==> config.mk <==
export PLATFORM = sky130hd
export DESIGN_NAME = riscv_mc_controller
export DESIGN_NICKNAME = d
export VERILOG_FILES = /design/src/rtl/riscv_mc_controller.sv
export SDC_FILE = /design/constraint.sdc
export NUM_CORES = 1
export LEC_CHECK = 0
export ABC_AREA = 1
export CAP_MARGIN = 10
export CORE_UTILIZATION = 25
export DETAILED_ROUTE_END_ITERATION = 10
export PLACE_DENSITY = 0.49
export SLEW_MARGIN = 5
export SYNTH_ARGS = -nofsm -noshare
export SYNTH_HDL_FRONTEND = slang
export SYNTH_SLANG_ARGS = --single-unit
export TNS_END_PERCENT = 20
==> constraint.sdc <==
create_clock -name clk -period 3.5 [get_ports clk]
set_input_delay 0.875 -clock clk [delete_from_list [all_inputs] [get_ports clk]]
set_output_delay 0.875 -clock clk [all_outputs]
set_load 0.02 [all_outputs]
==> src/rtl/riscv_mc_controller.sv <==
// riscv_mc_controller: multicycle RV32 subset control FSM with memory-wait timeout,
// illegal-instruction trap and retired-instruction counter.
module riscv_mc_controller #(
    parameter int CNT_W       = 32,
    parameter int TIMEOUT_W   = 8,
    parameter int SUPPORT_BNE = 1
) (
    input  logic             clk,
    input  logic             reset,
    input  logic [6:0]       op_i,
    input  logic [2:0]       funct3_i,
    input  logic             funct7b5_i,
    input  logic             zero_i,
    input  logic             mem_ready_i,
    output logic             pc_write_o,
    output logic             adr_src_o,
    output logic             ir_write_o,
    output logic             mem_req_o,
    output logic             mem_write_o,
    output logic             reg_write_o,
    output logic [1:0]       result_src_o,
    output logic [1:0]       alu_src_a_o,
    output logic [1:0]       alu_src_b_o,
    output logic [2:0]       alu_ctrl_o,
    output logic [2:0]       imm_src_o,
    output logic [3:0]       state_o,
    output logic             trap_o,
    output logic [1:0]       trap_cause_o,
    output logic             retire_o,
    output logic [CNT_W-1:0] instret_o
);
    typedef enum logic [3:0] {
        FETCH    = 4'd0,
        DECODE   = 4'd1,
        MEMADR   = 4'd2,
        MEMREAD  = 4'd3,
        MEMWB    = 4'd4,
        MEMWRITE = 4'd5,
        EXECR    = 4'd6,
        EXECI    = 4'd7,
        ALUWB    = 4'd8,
        BRANCH   = 4'd9,
        JAL      = 4'd10,
        TRAP     = 4'd11
    } state_t;

    localparam logic [6:0] OP_LOAD  = 7'b0000011;
    localparam logic [6:0] OP_STORE = 7'b0100011;
    localparam logic [6:0] OP_R     = 7'b0110011;
    localparam logic [6:0] OP_I     = 7'b0010011;
    localparam logic [6:0] OP_BR    = 7'b1100011;
    localparam logic [6:0] OP_JAL   = 7'b1101111;

    state_t               r_state;
    state_t               w_next;
    state_t               w_dec;
    logic [TIMEOUT_W-1:0] r_wait;
    logic [1:0]           r_cause;
    logic [1:0]           w_cause;
    logic [CNT_W-1:0]     r_instret;
    logic                 w_timeout;
    logic                 w_alu_ok;
    logic                 w_br_ok;
    logic [2:0]           w_alu;

    assign w_timeout = (r_wait == '1) && !mem_ready_i;
    assign w_alu_ok  = (funct3_i == 3'b000) || (funct3_i == 3'b010) ||
                       (funct3_i == 3'b110) || (funct3_i == 3'b111);
    assign w_br_ok   = (funct3_i == 3'b000) || ((funct3_i == 3'b001) && (SUPPORT_BNE != 0));
    assign w_alu     = (funct3_i == 3'b010) ? 3'b101 :
                       (funct3_i == 3'b110) ? 3'b011 :
                       (funct3_i == 3'b111) ? 3'b010 :
                       (r_state == EXECR && funct7b5_i) ? 3'b001 : 3'b000;
    assign w_dec     = (op_i == OP_LOAD || op_i == OP_STORE) ? ((funct3_i == 3'b010) ? MEMADR : TRAP) :
                       (op_i == OP_R)   ? (w_alu_ok ? EXECR : TRAP) :
                       (op_i == OP_I)   ? (w_alu_ok ? EXECI : TRAP) :
                       (op_i == OP_BR)  ? (w_br_ok ? BRANCH : TRAP) :
                       (op_i == OP_JAL) ? JAL : TRAP;

    assign imm_src_o    = (op_i == OP_STORE) ? 3'b001 :
                          (op_i == OP_BR)    ? 3'b010 :
                          (op_i == OP_JAL)   ? 3'b011 : 3'b000;
    assign state_o      = r_state;
    assign trap_cause_o = r_cause;
    assign instret_o    = r_instret;

    always_comb begin
        pc_write_o   = 1'b0;
        adr_src_o    = 1'b0;
        ir_write_o   = 1'b0;
        mem_req_o    = 1'b0;
        mem_write_o  = 1'b0;
        reg_write_o  = 1'b0;
        result_src_o = 2'b00;
        alu_src_a_o  = 2'b00;
        alu_src_b_o  = 2'b00;
        alu_ctrl_o   = 3'b000;
        retire_o     = 1'b0;
        trap_o       = 1'b0;
        w_next       = r_state;
        w_cause      = 2'b00;
        case (r_state)
            FETCH: begin
                // No request is presented while reset is held
                mem_req_o = !reset;
                if (!reset && mem_ready_i) begin
                    ir_write_o   = 1'b1;
                    pc_write_o   = 1'b1;
                    alu_src_b_o  = 2'b10;
                    result_src_o = 2'b10;
                    w_next       = DECODE;
                end else if (!reset && w_timeout) begin
                    w_next  = TRAP;
                    w_cause = 2'b10;
                end
            end
            DECODE: begin
                alu_src_a_o = 2'b01;
                alu_src_b_o = 2'b01;
                w_next      = w_dec;
                w_cause     = (w_dec == TRAP) ? 2'b01 : 2'b00;
            end
            MEMADR: begin
                alu_src_a_o = 2'b10;
                alu_src_b_o = 2'b01;
                w_next      = (op_i == OP_STORE) ? MEMWRITE : MEMREAD;
            end
            MEMREAD: begin
                mem_req_o = 1'b1;
                adr_src_o = 1'b1;
                if (mem_ready_i) begin
                    w_next = MEMWB;
                end else if (w_timeout) begin
                    w_next  = TRAP;
                    w_cause = 2'b10;
                end
            end
            MEMWB: begin
                result_src_o = 2'b01;
                reg_write_o  = 1'b1;
                retire_o     = 1'b1;
                w_next       = FETCH;
            end
            MEMWRITE: begin
                mem_req_o   = 1'b1;
                mem_write_o = 1'b1;
                adr_src_o   = 1'b1;
                if (mem_ready_i) begin
                    retire_o = 1'b1;
                    w_next   = FETCH;
                end else if (w_timeout) begin
                    w_next  = TRAP;
                    w_cause = 2'b10;
                end
            end
            EXECR, EXECI: begin
                alu_src_a_o = 2'b10;
                alu_src_b_o = (r_state == EXECI) ? 2'b01 : 2'b00;
                alu_ctrl_o  = w_alu;
                w_next      = ALUWB;
            end
            ALUWB: begin
                reg_write_o = 1'b1;
                retire_o    = 1'b1;
                w_next      = FETCH;
            end
            BRANCH: begin
                // beq takes on zero, bne on non-zero; funct3[0] selects which
                alu_src_a_o = 2'b10;
                alu_ctrl_o  = 3'b001;
                pc_write_o  = zero_i ^ funct3_i[0];
                retire_o    = 1'b1;
                w_next      = FETCH;
            end
            JAL: begin
                alu_src_a_o = 2'b01;
                alu_src_b_o = 2'b10;
                pc_write_o  = 1'b1;
                w_next      = ALUWB;
            end
            TRAP: begin
                trap_o = 1'b1;
            end
            default: begin
                w_next  = TRAP;
                w_cause = 2'b01;
            end
        endcase
    end

    always_ff @(posedge clk or posedge reset) begin
        if (reset) begin
            r_state   <= FETCH;
            r_wait    <= '0;
            r_cause   <= 2'b00;
            r_instret <= '0;
        end else begin
            r_state <= w_next;
            r_wait  <= (w_next != r_state) ? '0 : (mem_req_o && !mem_ready_i) ? r_wait + 1'b1 : r_wait;
            if (w_next == TRAP && r_state != TRAP)
                r_cause <= w_cause;
            if (retire_o)
                r_instret <= r_instret + 1'b1;
        end
    end
endmodule
======== After elaboration in Yosys (flattened, before gate mapping) ========
Cells that the tools add are included.
word-level totals
  flip-flop bits (word level) ............. 46
  output and inout bits ................... 58
  bits of input ports ..................... 15
  logic and storage cells ................. 105
operators by class
  add/subtract/negate cells ............... 2
  reductions and logical operators ........ 25
  eq/ne operators ......................... 26
  bitwise operators ....................... 1
  muxes and demuxes ....................... 47
operators by type and width
  operator                 count
  $mux W4                  11
  $add A32 B1 Y32 const B  1
  $pmux W4 S8              1
  $eq A4 B4 Y1 const B     6
  $mux W2                  12
  $eq A4 B3 Y1 const B     4
  $mux W8                  2
  $pmux W2 S4              2
  $eq A7 B6 Y1 const B     2
  $eq A7 B7 Y1 const B     2
  $mux W1                  11
  $reduce_or A2 Y1         5
  $add A8 B1 Y8 const B    1
  $eq A4 B2 Y1 const B     2
  $eq A8 B8 Y1 const B     1
  $pmux W2 S2              2
  $reduce_or A8 Y1         1
  $eq A7 B2 Y1 const B     1
  $eq A7 B5 Y1 const B     1
  $eq A3 B3 Y1 const B     2
  $logic_and A1 B1 Y1      6
  $mux W3                  2
  $pmux W3 S2              1
  $reduce_or A3 Y1         2
  other kinds (14)         20

======== Depth between registers and ports, before layout ========
  depth in word-level cells ............... 11
  mapped depth ............................ 14
  gate-level depth less buffers ........... 14

======== Least setup slack after synthesis ========
No wires, ideal clock.
  path kind ............................... input port to output port
  start point ............................. in reset
  end point ............................... out mem_req_o
  arrival ................................. 2,224 ps
  data required time ...................... 2,625 ps
  slack ................................... 401 ps
  stages .................................. 3
  path buffers ............................ 0
  cell sequence ........................... inv_1 a21oi_4 inv_2
between the ends
  longest elaborated chain between the ends .. 2
RTL lines
  element                     line  source
  start, declared             9     input logic reset,
  $logic_not A1 Y1 (no line)  --
  $pmux W1 S2                 102   case (r_state)
  end, declared               18    output logic mem_req_o,
Every way passes these cells.

======== Worst setup path after layout ========
  start point ............................. in mem_ready_i
  end point ............................... out pc_write_o
between the ends
  longest elaborated chain between the ends .. 3
RTL lines
  element              line  source
  start, declared      14    input logic mem_ready_i,
  $logic_and A1 B1 Y1  106   if (!reset && mem_ready_i) begin
  $mux W1              106
  $pmux W1 S3          102
  end, declared        15    output logic pc_write_o,
Every way passes these cells.

==> metrics.txt <==
# TYPE chip_impl_metric gauge
chip_impl_metric{name="route.detailed.drc",unit=""} 0
chip_impl_metric{name="max_slew_violation_count",unit=""} 0
chip_impl_info{name="worst-setup-path-type",value="input port to primary output"} 1
chip_impl_metric{name="via_count_of_the_first_global_routing_pass",unit=""} 2722
chip_impl_info{name="timing.critical_path.mode_cell",value="sky130_fd_sc_hd__clkdlybuf4s50_1"} 1
chip_impl_metric{name="pwr-share-seq",unit="%"} 47.4
chip_impl_metric{name="synth_area_per_cell",unit="um^2"} 7.829
chip_impl_metric{name="data_arrival_time_of_the_critical_path",unit="ns"} 2.46
chip_impl_metric{name="timing.final.setup_violations",unit=""} 0
chip_impl_metric{name="antennaDiodeCount",unit=""} 0
chip_impl_metric{name="finalCritPeriodShare",unit="%"} 95.39
chip_impl_info{name="unrepaired_setup_endpoints_after_global_routing",value="false"} 1
chip_impl_metric{name="design.portCount",unit=""} 73
chip_impl_metric{name="worst_skew_pair.late_latency",unit="ns"} 0.28
chip_impl_metric{name="grt.total_usage",unit="%"} 12.75
chip_impl_metric{name="clockPowerShare",unit="%"} 48.4
chip_impl_metric{name="powerDensity",unit="nW/um^2"} 278.6
chip_impl_metric{name="final_core_utilization",unit="%"} 35.10
chip_impl_metric{name="syn-cell-area",unit="um^2"} 2952
chip_impl_metric{name="detail_route.iter0.violations",unit=""} 83
chip_impl_metric{name="final_layout_size_suffix_gt1_share",unit="%"} 14.00
chip_impl_metric{name="io_buffer_count",unit=""} 71
chip_impl_metric{name="first_pass_iters",unit=""} 4
chip_impl_metric{name="max_slew_headroom",unit="%"} 59.33
chip_impl_metric{name="placementRows",unit=""} 39
chip_impl_info{name="status",value="complete, no violations"} 1
chip_impl_metric{name="final.fill_count",unit=""} 1211
chip_impl_metric{name="max_cap_viol_count",unit=""} 0
chip_impl_metric{name="rrSetupSlack",unit="ns"} 1.46
chip_impl_metric{name="ys_seq_elements",unit=""} 46
chip_impl_info{name="clock-root-buffer",value="sky130_fd_sc_hd__clkbuf_16"} 1
chip_impl_metric{name="grt_overflow",unit=""} 0
chip_impl_info{name="setup.worst_path.start_class",value="input port"} 1
chip_impl_metric{name="final_critical_path_setup_slack",unit="ns"} 0.1615
chip_impl_metric{name="final_hold_viol_count",unit=""} 0
chip_impl_metric{name="coreArea",unit="um^2"} 11470
chip_impl_metric{name="finalWorstPathRequiredPeriod",unit="ns"} 3.339
chip_impl_metric{name="postSynthCellCount",unit=""} 377
chip_impl_metric{name="ir_worst_vdd",unit="V"} 0.0002164
chip_impl_metric{name="fp.dieH",unit="um"} 110.7
chip_impl_metric{name="grt_first_pass_wirelength",unit="um"} 12970
chip_impl_metric{name="cts.path.max_buffers",unit=""} 2
chip_impl_info{name="timing.critical_path.from",value="mem_ready_i"} 1
chip_impl_metric{name="grt_start_max_net_pins",unit=""} 48
chip_impl_metric{name="cts.repair_timing.setup_buffer_count",unit=""} 0
chip_impl_info{name="cpLargestDelayFamily",value="buffers and inverters"} 1
chip_impl_metric{name="synth.yosys.warnings",unit=""} 0
chip_impl_metric{name="finalNetCount",unit=""} 473
chip_impl_metric{name="layout-area-overhead-vs-synth",unit="%"} 36.37
chip_impl_metric{name="crit_path_max_fanout",unit=""} 3
chip_impl_metric{name="intPower",unit="W"} 0.0008899
chip_impl_metric{name="p_comb_share",unit="%"} 4.2
chip_impl_metric{name="route.vias.total",unit=""} 2564
chip_impl_info{name="tritoncts",value="built"} 1
chip_impl_info{name="critical-path-slowest-cell",value="sky130_fd_sc_hd__clkdlybuf4s50_1"} 1
chip_impl_metric{name="h_tree_level_count",unit=""} 2
chip_impl_metric{name="crit_path_max_incr_delay",unit="ns"} 0.62
chip_impl_info{name="worst_r2r_startpoint",value="state_o[3]$_DFF_PP0_"} 1
chip_impl_info{name="layout.cells.most_common_list",value="sky130_fd_sc_hd__nand2_1, sky130_fd_sc_hd__clkdlybuf4s50_1, sky130_fd_sc_hd__dfrtp_1"} 1
chip_impl_metric{name="p_total",unit="W"} 0.001122
chip_impl_metric{name="dpl_worst_slack",unit="ns"} 0.1039
chip_impl_metric{name="share_of_total_power_consumed_by_net_switching",unit="%"} 20.65
chip_impl_metric{name="floorplan.initialDensity",unit="%"} 25.74
chip_impl_metric{name="cts_num_sinks",unit=""} 46
chip_impl_metric{name="antenna_found_initial",unit=""} 0
chip_impl_metric{name="dieWidth",unit="um"} 110.7
chip_impl_metric{name="fin_tns_setup",unit="ns"} 0
chip_impl_info{name="endpoint_kind",value="primary output"} 1
chip_impl_metric{name="route.final.wire_length",unit="um"} 7326
chip_impl_metric{name="critPathBufInv",unit=""} 3
chip_impl_metric{name="p_sw",unit="W"} 0.0002316
chip_impl_metric{name="synth_cell_types",unit=""} 36
chip_impl_metric{name="synth_sequential_area_ratio",unit="%"} 39.00
chip_impl_metric{name="clkTransAtPathRegs",unit="ns"} 0.07
chip_impl_info{name="crit_path_cell_trace",value="clkdlybuf4s50_1 -> inv_2 -> nor2_1 -> nand2_1 -> o211ai_1 -> clkdlybuf4s50_1"} 1
chip_impl_metric{name="die_area",unit="um^2"} 12240
chip_impl_info{name="hp-start",value="instret_o[30]$_DFFE_PP0P_"} 1
chip_impl_info{name="layout_commonest_cell",value="sky130_fd_sc_hd__nand2_1"} 1
chip_impl_metric{name="fmax",unit="MHz"} 299.5
chip_impl_info{name="min-delay-path-class",value="flop to flop"} 1
chip_impl_metric{name="worst_slew_pin_slew",unit="ns"} 0.6101
chip_impl_metric{name="p_leak",unit="nW"} 1.894
chip_impl_metric{name="gp_congestion",unit=""} 0.8219
chip_impl_metric{name="detail_route.vias_per_cell",unit=""} 4.273
chip_impl_metric{name="tritoncts.num_buffers",unit=""} 5
chip_impl_metric{name="detail_route.wl_per_cell",unit="um"} 12.21
chip_impl_metric{name="mappedNetlistNets",unit=""} 394
chip_impl_metric{name="fin_skew",unit="ns"} 0.006974
chip_impl_metric{name="ant_nets",unit=""} 0
chip_impl_metric{name="dp_hpwl",unit="um"} 5762
chip_impl_metric{name="crit_required",unit="ns"} 2.62
-- metal layers --
layer | GRT usage, % | part of all wire [%] | vias up
met5 | 0 | 0 | -
met4 | 2.756 | 0.68 | 0
met3 | 2.734 | 4.7 | 4
met2 | 21.28 | 46 | 60
met1 | 16.89 | 49 | 1150
li1 | - | - | 1350
-- power groups by stage --
stage	Combinational, W	Clock (W)	Sequential [W]
2_1_floorplan	0.0000208	0	0.000542
3_3_place_gp	0.0000485	0	0.000542
3_5_place_dp	0.0000488	0	0.000542
4_1_cts	0.0000491	0.000566	0.000531
5_1_grt	0.0000544	0.000584	0.000531
6_report	0.0000476	0.000543	0.000531
-- cells in the mapped netlist (all sizes together) --
cell type / count / area, um^2
a21oi: 6 / 45.05
a31oi: 2 / 12.51
and3: 1 / 6.260
buf: 3 / 20.01
clkinv: 2 / 8.750
conb: 1 / 3.750
dfrtp: 46 / 1151
ha: 2 / 25.02
inv: 52 / 195.2
nand2: 102 / 452.9
nand3: 25 / 130.1
nand3b: 2 / 18.77
nand4: 15 / 121.4
nor2: 54 / 270.3
nor3: 16 / 96.35
nor3b: 1 / 7.510
nor4: 3 / 18.77
o211ai: 2 / 15.01
o21ai: 4 / 20.02
xnor2: 13 / 113.9
xor2: 25 / 219.0
-- logic make-up (layout without fill, tap and decap cells) --
family / after synthesis / after routing / synth area share [%]
XOR/XNOR: 38 / 38 / 11.28
adder cells (fa/ha/maj): 2 / 2 / 0.8477
flip-flops: 46 / 46 / 39.00
AND/OR/NAND/NOR: 219 / 219 / 38.03
buffers and inverters: 57 / 137 / 7.587
other: 1 / 1 / 0.1271
AO/OA/AOI/OAI: 14 / 14 / 3.137
-- registers in the layout, indices dropped and copies added (netlist names) --
| signal | count |
|---|---|
| instret_o | 32 |
| r_wait | 8 |
| state_o | 4 |
| trap_cause_o | 2 |
-- layout make-up --
class,instances,area [um^2],area share (%)
Tap cell,143,178.9,4.445
Clock inverter,3,43.79,1.088
Timing Repair Buffer,75,745.7,18.53
Multi-Input combinational cell,274,1577,39.17
Clock buffer,5,125.1,3.108
Sequential cell,46,1151,28.60
Inverter,54,203.9,5.067
-- stage by stage --
step | hold WS [ns] | instance area, um^2 | cells
after floorplan | 0.5612 | 2952 | 377
after global placement | 0.4824 | 3851 | 592
after detailed placement | 0.4907 | 3851 | 592
after CTS | 0.5026 | 4020 | 600
after global routing | 0.5218 | 4025 | 600
final | 0.4973 | 4025 | 600
-- worst paths after layout --
kind,cells after the start,endpoint
max in group asynchronous,3,r_wait[3]$_DFFE_PP0P_
max reg2reg,10,instret_o[24]$_DFFE_PP0P_
max,6,pc_write_o
min,1,instret_o[30]$_DFFE_PP0P_
min reg2reg,1,instret_o[30]$_DFFE_PP0P_
min in group asynchronous,3,r_wait[7]$_DFFE_PP0P_
-- timing repair --
| item | in CTS | in global routing |
|---|---|---|
| resized for setup | 0 | 2 |
| hold endpoints to repair | 0 | 0 |
| hold buffers | 0 | 0 |
| endpoints found under the setup margin | 0 | 2 |
Power figures use the tool's default switching activity.
==> RTL change 1 (same settings) <==
Make the reset (`reset`) synchronous in one clocked block.
--- a/src/rtl/riscv_mc_controller.sv
+++ b/src/rtl/riscv_mc_controller.sv
@@ -190,3 +190,3 @@
 
-    always_ff @(posedge clk or posedge reset) begin
+    always_ff @(posedge clk) begin
         if (reset) begin
Function: differs if reset is asserted again (counterexample within 4 cycles, from zero or initial values and one cycle with reset high); with reset held inactive, the same outputs for 10 cycles.
==> RTL change 1 against the original RTL <==
  * Wire length is 26% higher
  * Cell area rose by 6.2%
  * Worst setup slack worse by 0.0087 ns
  * Critical path depth up 2
  * Highest routed layer unchanged
  * Die area increased by 7.0%
  * Synthesized area grew 7.2%
  * Critical path type unchanged
  * Sequential cell count stayed put
  * Count of clock-buffer cells in the layout grew 1
Power is not compared: it rests on default switching activity, and its combinational part moved more than twofold at a synthesized area within 25%.
==> RTL change 1: results (changes against the original RTL) <==
Yosys
  • Ys flop type: dfxtp_1
  • Post-synth ARST share: 0 (-1.00)
  • Sequential share of the synthesized area: 0.291 (-0.0989)
  • Net count after synthesis: 535 (+36%)
  • Library cells used by synthesis: 34 (-5.6%)
  • Commonest cells post-synth: nand2_1, nor2_1, inv_1
  • Top cells by area, synth: dfxtp_1, nand2_1, nor2_1

Final layout
  • Layout cells sized above 1: 0.0877 (-0.0524)
  • Fin nets: 609 (+29%)
  • Max reg flops: 32 (unchanged)
  • Final-layout fill cell count: 1341 (+11%)

GRT
  • Initial antenna violation count: 0 (unchanged)
  • GRT Total Usage: 0.145 (+0.0179)
  • Largest net degree at the start of global routing: 24 (-50%)
  • Met1 Track Usage GR: 0.213 (+0.0443)
  • Number of global-route vias before repair: 3169 (+16%)
  • First-pass GRT wire length: 15.2 mm (+17%)
  • Met2 Usage GRT: 0.227 (+0.0138)
  • GR met3 Demand/Resource: 0.0206 (-0.00669)

Placement
  • Setup WS pre-CTS: 0.0858 ns (-0.0181 ns)
  • Routability congestion estimate: 0.847 (+3.1%)
  • Dpl hpwl: 7.37 mm (+28%)
  • I/O Buffers: 71 (unchanged)

Drt
  • Initial DRC count: 140 (+69%)
  • Via count: 3357 (+31%)
  • Met2 Routed Length: 3.88 mm (+16%)
  • Routed WL: 9.26 mm (+26%)
  • DRT met1 WL: 4.75 mm (+32%)
  • WL met3: 557 µm (+62%)

Clock network
  • CTS buffer count: 5 (unchanged)
  • H-tree Lvls: 2 (unchanged)
  • Clk buf depth: 2 (unchanged)

STA
  • Worst Skew: 0.00576 ns (-0.00121 ns)

Power and ir drop
  • VDD IR-drop max: 0.228 mV

Outcome
  • Outcome: finished clean
RTL change 1: cell types whose count changed in the layout (fill, tap and decap cells not counted), moves of 4 or more:
cell / unedited run / this run
dfxtp_1: 0 / 46
nand2_2: 13 / 8
o21ai_0: 4 / 8
nor2_1: 41 / 80
nand3_1: 24 / 31
xnor2_1: 13 / 5
inv_1: 41 / 69
xor2_1: 25 / 14
inv_2: 11 / 6
nor3_1: 14 / 23
nand2_4: 5 / 1
nand2_1: 84 / 136
dfrtp_1: 46 / 0
a21oi_1: 4 / 27
RTL change 1: worst max-delay path, cell delays in order:
cell and delay [ns]:
clkdlybuf4s50_1 0.50, inv_2 0.04, nor2_1 0.11, inv_1 0.05, nor2_1 0.16, inv_1 0.08, nand2_1 0.06, clkdlybuf4s50_1 0.59
RTL change 1: cell type report:
class	instances	area (µm²)	area share
Clock buffer	6	139	0.0325
Clock inverter	2	60.1	0.0140
Inverter	76	285	0.0667
Tap cell	168	210	0.0492
Multi-Input combinational cell	385	1890	0.443
Timing Repair Buffer	78	766	0.179
Sequential cell	46	921	0.215
RTL change 1: cells by family (layout without fill, tap and decap cells):
group                    after synthesis  in the layout  synth area share
AND/OR/NAND/NOR                      314            314             0.448
buffers and inverters                 87            162             0.110
AO/OA/AOI/OAI                         48             48            0.0858
flip-flops                            46             46             0.291
XOR/XNOR                              19             19            0.0526
adder cells (fa/ha/maj)                2              2           0.00791
other                                  1              1           0.00119
multiplexers                           1              1           0.00356
RTL change 1: metrics by stage:
stage | cell area (µm²) | total power (W) | cells
after floorplan | 3160 | 0.00121 | 518
after global placement | 4070 | 0.00152 | 753
after detailed placement | 4070 | 0.00152 | 753
after CTS | 4270 | 0.00217 | 761
after global routing | 4280 | 0.00228 | 761
final | 4280 | 0.00214 | 761
RTL change 1: power by group through the flow:
| stage | logic [W] | registers (W) | clock network [W] |
|---|---|---|---|
| 2_1_floorplan | 0.000589 | 0.000624 | 0 |
| 3_3_place_gp | 0.000890 | 0.000629 | 0 |
| 3_5_place_dp | 0.000895 | 0.000628 | 0 |
| 4_1_cts | 0.000900 | 0.000616 | 0.000650 |
| 5_1_grt | 0.000990 | 0.000623 | 0.000666 |
| 6_report | 0.000888 | 0.000617 | 0.000634 |
RTL change 1: final timing paths:
kind	startpoint	to	slack (ns)	cells past startpoint
min	instret_o[31]$_SDFFE_PP0P_	instret_o[31]$_SDFFE_PP0P_	0.50	2
max reg2reg	state_o[0]$_SDFF_PP0_	instret_o[28]$_SDFFE_PP0P_	1.32	12
min reg2reg	instret_o[31]$_SDFFE_PP0P_	instret_o[31]$_SDFFE_PP0P_	0.50	2
max	mem_ready_i	alu_src_b_o[1]	0.15	8
RTL change 1: repair_timing:
item / in CTS / in global routing
resized for setup: 0 / 1
hold buffers: 0 / 0
setup endpoints to repair: 0 / 1
==> RTL change 2 (same settings) <==
Without the edit above. `SUPPORT_BNE`: 1 -> 0.
--- a/src/rtl/riscv_mc_controller.sv
+++ b/src/rtl/riscv_mc_controller.sv
@@ -5,3 +5,3 @@
     parameter int TIMEOUT_W   = 8,
-    parameter int SUPPORT_BNE = 1
+    parameter int SUPPORT_BNE = 0
 ) (
Behaviour: not the same (a bounded check fails within 4 cycles, from zero or initial values and one cycle with reset high).
==> RTL change 2 against the original RTL <==
  * Clock power fell by 12%
  * Synthesized area shrank 2.9%
  * Worst setup slack worse by 0.076 ns
  * Fmax shrank 2.2%
  * Sequential cell count unchanged
  * Wire length up 1.0%
  * Power shrank 5.5%
  * Cell area decreased by 2.7%
  * Largest power group is now registers
==> RTL change 2: results (changes against the original RTL) <==
Power and ir drop
  • Leakage power: 1.76 nW (-7.1%)
  • Seq. pwr: 0.000532 W (about the same)
  • Sw power: 0.000223 W (-3.8%)
  • Pwr dens: 270 mW/mm² (-3.0%)
  • Clk network pwr share: 0.450 (-0.034)
  • VDD IR-drop max: 0.146 mV (-33%)

Final layout
  • Final-layout fill cell count: 1193 (-1.5%)
  • Fin nets: 480 (+1.5%)
  • Final core utilization: 0.357 (+0.00568)
  • Layout cells sized above 1: 0.0797 (-0.0603)

Worst setup path
  • RR Endpoint: instret_o[13]$_DFFE_PP0P_
  • Crit Path Max Fanout: 4 (+1)
  • Crit path DAT: 2.54 ns (+0.08 ns)
  • Crit path largest cell delay: 0.65 ns (+0.03 ns)
  • Worst R2R Setup Slack: 1.28 ns (-0.18 ns)
  • Reg-to-reg critical path startpoint: state_o[0]$_DFF_PP0_
  • FF-to-FF path depth: 12 (+2)

Placement
  • Dpl hpwl: 5.77 mm (+0.18%)
  • Setup WS pre-CTS: 0.129 ns (+0.0248 ns)
  • Routability congestion estimate: 0.823 (+0.18%)
  • Placed Instance Area: 0.00377 mm² (-2.2%)
  • DP Cell Count: 596 (+0.68%)

STA
  • Max_slew headroom: 0.587 (-0.00604)
  • Minimum hold slack: 0.489 ns (-0.00871 ns)
  • Worst Skew: 0.00653 ns (-0.000445 ns)

Min path
  • Min-Delay Endpoint: trap_cause_o[1]$_DFFE_PP0P_
  • Hold_sp: trap_cause_o[1]$_DFFE_PP0P_
  • Hold Path Depth: 2 (+1)

Drt
  • Initial DRC count: 93 (+12%)
  • Avg WL per Cell: 12.3 µm (+0.35%)
  • Vias per cell: 4.55 (+6.5%)
  • Routed WL: 7.40 mm (+1.0%)
  • First-pass detailed-route iteration total: 5 (+1)

GRT
  • Number of global-route vias before repair: 2744 (+0.81%)
  • First-pass GRT wire length: 12.5 mm (-3.4%)
  • GRT Total Usage: 0.132 (+0.00453)

Outcome
  • Outcome: finished clean

Yosys
  • Sequential share of the synthesized area: 0.402 (+0.0116)
  • Commonest cells post-synth: nand2_1, inv_1, dfrtp_1
  • Top cells by area, synth: dfrtp_1, nand2_1, inv_1
  • Syn. warnings: 0 (unchanged)
  • Net count after synthesis: 400 (+1.5%)
  • Library cells used by synthesis: 30 (-17%)
  • Syn Inst Count: 383 (+1.6%)

Clock network
  • Post-CTS setup buffers: 0 (unchanged)
  • Worst-Skew Late Latency: 0.28 ns (about the same)
  • Clk slew on worst S/H paths: 0.06 ns
[RTL change 2: cell types whose count changed in the layout (fill, tap and decap cells not counted), sizes merged, moves of 2 or more]
cell / unedited run / this run
a31oi: 2 / 0
clkdlybuf4s50: 69 / 71
dlymetal6s2s: 2 / 0
inv: 53 / 49
nand2: 102 / 107
nand3: 25 / 29
nand3b: 2 / 0
nand4: 15 / 18
nor2: 54 / 49
o21ai: 4 / 9
xnor2: 13 / 19
xor2: 25 / 19
[RTL change 2: worst max-delay path by stage]
| stage | slack [ns] | to | start |
|---|---|---|---|
| floorplan | 0.33 | mem_req_o | reset |
| global route | 0.06 | imm_src_o[1] | op_i[3] |
| detailed placement | 0.13 | imm_src_o[1] | op_i[3] |
| global placement | 0.21 | imm_src_o[1] | op_i[6] |
| finish | 0.09 | imm_src_o[1] | op_i[3] |
| CTS | 0.13 | imm_src_o[1] | op_i[3] |
[RTL change 2: cell families after synthesis]
logic type	Yosys count	synth area share
simple gates	225	0.363
buf+inv	53	0.0738
flops	46	0.402
xor+xnor	38	0.116
compound gates	18	0.0358
fa+ha+maj	2	0.00873
other cells	1	0.00131
[RTL change 2: cell type report]
type / instances / share of cell area
timing repair buffer: 76 / 0.191
clock inverter: 2 / 0.00319
sequential: 46 / 0.294
clock buffer: 6 / 0.0355
multi-input combinational: 284 / 0.384
tap: 140 / 0.0447
inverter: 50 / 0.0479
[RTL change 2: critical path, delay by kind of cell]
family / cells / cell delay [ns]
compound gates: 1 / 0.14
simple gates: 2 / 0.30
buf+inv: 3 / 1.22
[RTL change 2: layer usage]
metal,vias to the layer above,wire (µm),global-route usage
met1,1268,3580,0.177
met5,-,0,0
li1,1379,-,-
met2,86,3260,0.213
met3,15,433,0.0275
met4,0,126,0.0367
